[src/rtl/hp_pkg.sv]
// Shared constants and helpers for the host-to-parasite byte quad.
package hp_pkg;

   localparam int unsigned HP_R1       = 0;
   localparam int unsigned HP_R2       = 1;
   localparam int unsigned HP_R3       = 2;
   localparam int unsigned HP_R4       = 3;
   localparam int unsigned HP_NREG     = 4;
   localparam int unsigned HP_R3_DEPTH = 2;

   // Isolates the lowest set bit so multi-hot selects act on one register only.
   function automatic logic [HP_NREG-1:0] hp_lowest(input logic [HP_NREG-1:0] sel);
      return sel & (~sel + {{(HP_NREG-1){1'b0}}, 1'b1});
   endfunction

endpackage

[src/rtl/hp_bytequad_if.sv]
// Host write bus, parasite read bus, mode/enable controls and status of the byte quad.
interface hp_bytequad_if;
   import hp_pkg::*;

   logic               h_we;
   logic [HP_NREG-1:0] h_selectData;
   logic [7:0]         h_data;
   logic               p_rd;
   logic [HP_NREG-1:0] p_selectData;
   logic               one_byte_mode;
   logic               irq_en_r1;
   logic               irq_en_r4;
   logic               nmi_en;
   logic [7:0]         p_data;
   logic [HP_NREG-1:0] p_data_available;
   logic [HP_NREG-1:0] h_full;
   logic               p_irq;
   logic               p_nmi;

   modport master (
      output h_we, h_selectData, h_data, p_rd, p_selectData,
             one_byte_mode, irq_en_r1, irq_en_r4, nmi_en,
      input  p_data, p_data_available, h_full, p_irq, p_nmi
   );

   modport slave (
      input  h_we, h_selectData, h_data, p_rd, p_selectData,
             one_byte_mode, irq_en_r1, irq_en_r4, nmi_en,
      output p_data, p_data_available, h_full, p_irq, p_nmi
   );

endinterface

[src/rtl/hp_reg3_fifo.sv]
// Tube R3: two-entry FIFO whose available/full thresholds depend on one_byte_mode.
module hp_reg3_fifo
   import hp_pkg::*;
(
   input  logic       clk,
   input  logic       rst,
   input  logic       one_byte_mode,
   input  logic       push_req,
   input  logic [7:0] push_data,
   input  logic       pop_req,
   output logic [7:0] rd_data,
   output logic       avail,
   output logic       full
);

   logic [7:0] mem [HP_R3_DEPTH];
   logic       rd_ptr;
   logic       wr_ptr;
   logic [1:0] count;
   logic       mode_q;
   logic       flush;
   logic       push;
   logic       pop;

   always_comb begin
      flush = one_byte_mode != mode_q;
      avail = one_byte_mode ? (count != 2'd0) : (count == 2'(HP_R3_DEPTH));
      full  = avail;
      // Draining is allowed whenever a byte is held, so a two-byte transfer
      // empties completely even though avail drops after the first read.
      pop   = pop_req & (count != 2'd0);
      push  = push_req & (~full | pop) & ~flush;
      rd_data = mem[rd_ptr];
   end

   always_ff @(posedge clk) begin
      if (rst) begin
         for (int unsigned i = 0; i < HP_R3_DEPTH; i++) mem[i] <= '0;
         rd_ptr <= 1'b0;
         wr_ptr <= 1'b0;
         count  <= '0;
         mode_q <= one_byte_mode;
      end else begin
         mode_q <= one_byte_mode;
         if (flush) begin
            rd_ptr <= 1'b0;
            wr_ptr <= 1'b0;
            count  <= '0;
         end else begin
            if (push) begin
               mem[wr_ptr] <= push_data;
               wr_ptr      <= ~wr_ptr;
            end
            if (pop) rd_ptr <= ~rd_ptr;
            count <= count + {1'b0, push} - {1'b0, pop};
         end
      end
   end

endmodule

[src/rtl/hp_bytequad.sv]
// Host-to-parasite byte quad: R1/R2/R4 single-byte latches, R3 FIFO, parasite IRQ/NMI.
module hp_bytequad
   import hp_pkg::*;
(
   input  logic          h_phi2,
   input  logic          h_rst,
   hp_bytequad_if.slave  bus
);

   logic [HP_NREG-1:0]      wsel;
   logic [HP_NREG-1:0]      rsel_lo;
   logic [HP_NREG-1:0]      rsel;
   logic [HP_NREG-1:0]      avail;
   logic [HP_NREG-1:0]      full;
   logic [HP_NREG-1:0][7:0] rdat;
   logic [7:0]              pdata;

   assign wsel    = hp_lowest(bus.h_selectData) & {HP_NREG{bus.h_we}};
   assign rsel_lo = hp_lowest(bus.p_selectData);
   assign rsel    = rsel_lo & {HP_NREG{bus.p_rd}};

   for (genvar gi = 0; gi < HP_NREG; gi++) begin : g_reg
      if (gi == HP_R3) begin : g_r3
         hp_reg3_fifo u_r3 (
            .clk           (h_phi2),
            .rst           (h_rst),
            .one_byte_mode (bus.one_byte_mode),
            .push_req      (wsel[gi]),
            .push_data     (bus.h_data),
            .pop_req       (rsel[gi]),
            .rd_data       (rdat[gi]),
            .avail         (avail[gi]),
            .full          (full[gi])
         );
      end else begin : g_lat
         logic       valid_q;
         logic [7:0] data_q;
         logic       pop;
         logic       push;

         // A pop in the same cycle frees the slot, so a full latch still takes the new byte.
         assign pop  = rsel[gi] & valid_q;
         assign push = wsel[gi] & (~valid_q | pop);

         always_ff @(posedge h_phi2) begin
            if (h_rst) begin
               valid_q <= 1'b0;
               data_q  <= '0;
            end else if (push) begin
               valid_q <= 1'b1;
               data_q  <= bus.h_data;
            end else if (pop) begin
               valid_q <= 1'b0;
            end
         end

         assign avail[gi] = valid_q;
         assign full[gi]  = valid_q;
         assign rdat[gi]  = data_q;
      end
   end

   always_comb begin
      pdata = '0;
      for (int unsigned i = 0; i < HP_NREG; i++) begin
         if (rsel_lo[i]) pdata = rdat[i];
      end
   end

   assign bus.p_data           = pdata;
   assign bus.p_data_available = avail;
   assign bus.h_full           = full;
   assign bus.p_irq            = (bus.irq_en_r1 & avail[HP_R1]) | (bus.irq_en_r4 & avail[HP_R4]);
   assign bus.p_nmi            = bus.nmi_en & avail[HP_R3];

endmodule

[src/flat_wrapper.sv]
// flat-port wrapper written by rule: the top's interface ports become plain ports
module hp_bytequad_flat import hp_pkg::*;
  (h_phi2, h_rst, bus_h_we, bus_h_selectData, bus_h_data, bus_p_rd, bus_p_selectData, bus_one_byte_mode, bus_irq_en_r1, bus_irq_en_r4, bus_nmi_en, bus_p_data, bus_p_data_available, bus_h_full, bus_p_irq, bus_p_nmi);
  hp_bytequad_if bus_i ();
  input  logic h_phi2;
  input  logic h_rst;
  input wire logic [$bits(bus_i.h_we)-1:0] bus_h_we;
  input wire logic [$bits(bus_i.h_selectData)-1:0] bus_h_selectData;
  input wire logic [$bits(bus_i.h_data)-1:0] bus_h_data;
  input wire logic [$bits(bus_i.p_rd)-1:0] bus_p_rd;
  input wire logic [$bits(bus_i.p_selectData)-1:0] bus_p_selectData;
  input wire logic [$bits(bus_i.one_byte_mode)-1:0] bus_one_byte_mode;
  input wire logic [$bits(bus_i.irq_en_r1)-1:0] bus_irq_en_r1;
  input wire logic [$bits(bus_i.irq_en_r4)-1:0] bus_irq_en_r4;
  input wire logic [$bits(bus_i.nmi_en)-1:0] bus_nmi_en;
  output wire logic [$bits(bus_i.p_data)-1:0] bus_p_data;
  output wire logic [$bits(bus_i.p_data_available)-1:0] bus_p_data_available;
  output wire logic [$bits(bus_i.h_full)-1:0] bus_h_full;
  output wire logic [$bits(bus_i.p_irq)-1:0] bus_p_irq;
  output wire logic [$bits(bus_i.p_nmi)-1:0] bus_p_nmi;
  assign bus_i.h_we = bus_h_we;
  assign bus_i.h_selectData = bus_h_selectData;
  assign bus_i.h_data = bus_h_data;
  assign bus_i.p_rd = bus_p_rd;
  assign bus_i.p_selectData = bus_p_selectData;
  assign bus_i.one_byte_mode = bus_one_byte_mode;
  assign bus_i.irq_en_r1 = bus_irq_en_r1;
  assign bus_i.irq_en_r4 = bus_irq_en_r4;
  assign bus_i.nmi_en = bus_nmi_en;
  assign bus_p_data = bus_i.p_data;
  assign bus_p_data_available = bus_i.p_data_available;
  assign bus_h_full = bus_i.h_full;
  assign bus_p_irq = bus_i.p_irq;
  assign bus_p_nmi = bus_i.p_nmi;
  hp_bytequad u_core (.h_phi2(h_phi2), .h_rst(h_rst), .bus(bus_i));
endmodule
[config.mk]
export PLATFORM = sky130hd
export DESIGN_NAME = hp_bytequad_flat
export DESIGN_NICKNAME = d
export VERILOG_FILES = /design/src/rtl/hp_pkg.sv /design/src/rtl/hp_bytequad_if.sv /design/src/rtl/hp_reg3_fifo.sv /design/src/rtl/hp_bytequad.sv /design/src/flat_wrapper.sv
export SDC_FILE = /design/constraint.sdc
export NUM_CORES = 1
export LEC_CHECK = 0
export ABC_AREA = 1
export CORE_ASPECT_RATIO = 0.7
export CORE_UTILIZATION = 56
export CTS_CLUSTER_SIZE = 40
export DETAILED_ROUTE_END_ITERATION = 6
export PLACE_DENSITY_LB_ADDON = 0.08
export SETUP_SLACK_MARGIN = 0.5
export SYNTH_ARGS = -nofsm -noshare
export SYNTH_HDL_FRONTEND = slang
export SYNTH_SLANG_ARGS = --single-unit
[constraint.sdc]
create_clock -name h_phi2 -period 2.8 [get_ports h_phi2]
set_input_delay 0.28 -clock h_phi2 [delete_from_list [all_inputs] [get_ports h_phi2]]
set_output_delay 0.28 -clock h_phi2 [all_outputs]
set_load 0.005 [all_outputs]
==> metrics.cfg <==
[place]
place_inst=364
gp_congestion=0.821
io_buffers=41
hpwl_mm=3.90

[floorplanning]
ios=42
coreArea_mm2=0.00397
num_rows=19
die_area_mm2=0.00448
start_util=0.594
fp.dieW_um=79.5
die_h_um=56.3

[timing]
max-slew-margin-rel=0.671
setup-tns-final_ps=0
final_hold_viol_count=0
fin_crit_sh=0.772
tightest_slew_ps=492
fmax_mhz=463
final-max-slew-violation-count=0
min_period_ps=2160
rsz0062_at_grt=false
clock_skew_ps=5.56
setup_viol=0

[power]
power_frac_clock=0.302
p_switching_w=0.000338
switching_share=0.249
pwr-share-seq=0.571
combPwrFrac=0.127
p_int_w=0.00102
p_leak_nw=1.13
p_per_area_mw_per_mm2=481
ir_worst_vdd_mv=0.426

[clock_tree]
cts_setup_buffers=0
cts_tree=done
clkTransAtPathRegs_ps=80
clock-root-buffer=clkbuf_8
cts_sinks=49
cts_buffer_depth=2
hold_buffers=0
clock_latency_ps=310
cts_max_level=2
cts_made_buffers=5

[grt]
gr-total-overflow=0
grt_max_degree=22
grt_usage=0.261
grt_pass1_vias=1704
antenna_found_initial=0
grt_pass1_wl_mm=8.54

[critical_path]
startpoint=bus_p_selectData[0]
setup.worst_path.start_class=primary input
required_ps=2520
crit_path_end=bus_p_data[2]
rr_worst_depth=11
reg2reg_slack_ps=930
cp.arrival_ps=1880
end_kind=output pin
cp_max_fo=10
r2r-end=u_core.g_reg[2].g_r3.u_r3.count[1]
worst-setup-path-type=primary input to output pin
timing.rr.start=u_core.g_reg[2].g_r3.u_r3.mode_q

[layout]
fill_cells=333
area_growth_pct=20.0
final_layout_size_suffix_gt1_frac=0.100
antennaDiodeCount=0
final_cells=372
final_nets=345

[synth]
syn_avg_cell_area_um2=8.27
yosys_register_bits=49
yosysTopAreaCell=dfxtp_1
synth-seq-area-share=0.484
syn_inst=285
syn_area_mm2=0.00236
yosys_warnings=0
synthesis.nets=311
synth_cell_type_count=32
synthTopCellsByArea=dfxtp_1 28%, edfxtp_1 20%, nor2_1 7.5%, nand2_1 7.3%, nand3_1 4.7%
synth_top_area_share=0.280

[detailed_routing]
vias=1969
routed_wl_mm=5.26
ant_nets=0
drt-wirelength-per-cell_um=14.1
vias_per_cell=5.29
first_iter_violations=231
first_pass_iters=4
drc=0

[flow_run]
maxCapViolCount=0

[hold_path]
hold_class=primary input to flop
hold_depth=1

[run_status]
outcome=complete, no violations

## worst min-delay path by stage
stage	start	end
floorplan	bus_one_byte_mode	u_core.g_reg[2].g_r3.u_r3.mode_q
global placement	u_core.g_reg[3].g_lat.data_q[4]	u_core.g_reg[3].g_lat.data_q[4]
detailed placement	u_core.g_reg[3].g_lat.data_q[4]	u_core.g_reg[3].g_lat.data_q[4]
CTS	bus_one_byte_mode	u_core.g_reg[2].g_r3.u_r3.mode_q
global route	bus_one_byte_mode	u_core.g_reg[2].g_r3.u_r3.mode_q
finish	bus_one_byte_mode	u_core.g_reg[2].g_r3.u_r3.mode_q
## power by group through the flow
stage                     Clock (W)  Combinational (W)  Sequential, W
after floorplan                   0          0.0000933       0.000788
after global placement            0           0.000169       0.000791
after detailed placement          0           0.000171       0.000792
after CTS                  0.000418           0.000171       0.000776
after global routing       0.000454           0.000189       0.000779
final                      0.000410           0.000172       0.000776
## worst max-delay path: stages
cell and delay (ps):
dlygate4sd2_1 290, buf_4 200, nor3b_2 170, buf_4 170, o211ai_1 120, nand4_1 140
clkdlybuf4s50_1 510
## synth_stat cells
cell type / instances
o21ai_2: 2
edfxtp_1: 16
buf_2: 2
buf_6: 3
a21oi_4: 1
nor2_2: 3
nand2_2: 2
nand2_4: 1
buf_1: 1
nor2_4: 1
clkbuf_1: 2
buf_4: 10
dfxtp_1: 33
o21ai_4: 1
xnor2_1: 2
nand2_1: 46
a22o_1: 1
a21oi_1: 18
inv_2: 2
or2_2: 1
nand4_1: 8
and3b_1: 1
nor3b_2: 1
inv_1: 28
nand4_2: 2
o211ai_1: 8
nand3_1: 22
nor2_1: 47
ha_1: 2
o21ai_0: 14
nand3_2: 1
a21oi_2: 3
## final cells by class
class                      instances  area (µm²)  area share
clock buffer                       7        76.3      0.0270
inverter                          30         116      0.0412
clock inverter                     1        7.51     0.00265
multi-input combinational        188         973       0.344
tap                               52        65.1      0.0230
sequential                        49        1140       0.404
timing repair buffer              45         448       0.158
## flip-flops by register name, summed over array words and instances, names as in the netlist, named ones only
name	count
u_core.g.g_lat.data_q	24
u_core.g.g_r3.u_r3.count	2
u_core.g.g_r3.u_r3.rd_ptr	1
u_core.g.g_r3.u_r3.mem	16
u_core.g.g_r3.u_r3.mode_q	1
u_core.g.g_lat.valid_q	3
u_core.g.g_r3.u_r3.wr_ptr	1
## routing by layer
layer	GRT usage	up-vias	wire (µm)
met5	0	-	0
met2	0.327	68	2090
li1	-	1000	-
met1	0.420	894	2600
met3	0.0683	7	503
met4	0.0935	0	68
## what timing repair did
action,4_1_cts,5_1_grt
gates resized for setup,1,4
endpoints found under the setup margin,8,8
pin swaps,0,1
## logic make-up (layout without fill, tap and decap cells)
kind of cell,count (synthesis),after routing,share of synthesized area
buffers and inverters,48,83,0.103
AND/OR/NAND/NOR,136,136,0.265
adder cells (fa/ha/maj),2,2,0.0106
AO/OA/AOI/OAI,48,48,0.130
XOR/XNOR,2,2,0.00743
flip-flops,49,49,0.484
## cells in the final DEF (no fill, tap or decap), types with 2 or more instances in the layout
cell | Yosys | layout
nand2_1 | 46 | 46
a21oi_2 | 3 | 3
nand3_1 | 22 | 22
dlymetal6s2s_1 | 0 | 2
nand2_2 | 2 | 2
edfxtp_1 | 16 | 16
clkdlybuf4s50_1 | 0 | 38
inv_2 | 2 | 2
clkinvlp_4 | 0 | 2
clkbuf_8 | 0 | 5
clkbuf_1 | 2 | 2
inv_1 | 28 | 27
nor2_2 | 3 | 3
xnor2_1 | 2 | 2
nand4_2 | 2 | 2
o21ai_0 | 14 | 14
dfxtp_1 | 33 | 33
ha_1 | 2 | 2
a21oi_1 | 18 | 18
nand4_1 | 8 | 8
o211ai_1 | 8 | 8
nor2_1 | 47 | 47
buf_4 | 10 | 3
o21ai_2 | 2 | 2
## per-stage QoR
step | setup WS [ps] | area, µm² | total power (W) | hold WS [ps] | utilization
floorplan | 1030 | 2360 | 0.000881 | 308 | -
global placement | 436 | 2730 | 0.000960 | 463 | 0.688
detailed placement | 387 | 2730 | 0.000964 | 470 | 0.688
CTS | 533 | 2820 | 0.00136 | 467 | 0.709
global route | 525 | 2830 | 0.00142 | 473 | 0.712
finish | 639 | 2830 | 0.00136 | 472 | 0.712
Note: power is estimated with default switching activity, not from simulation.
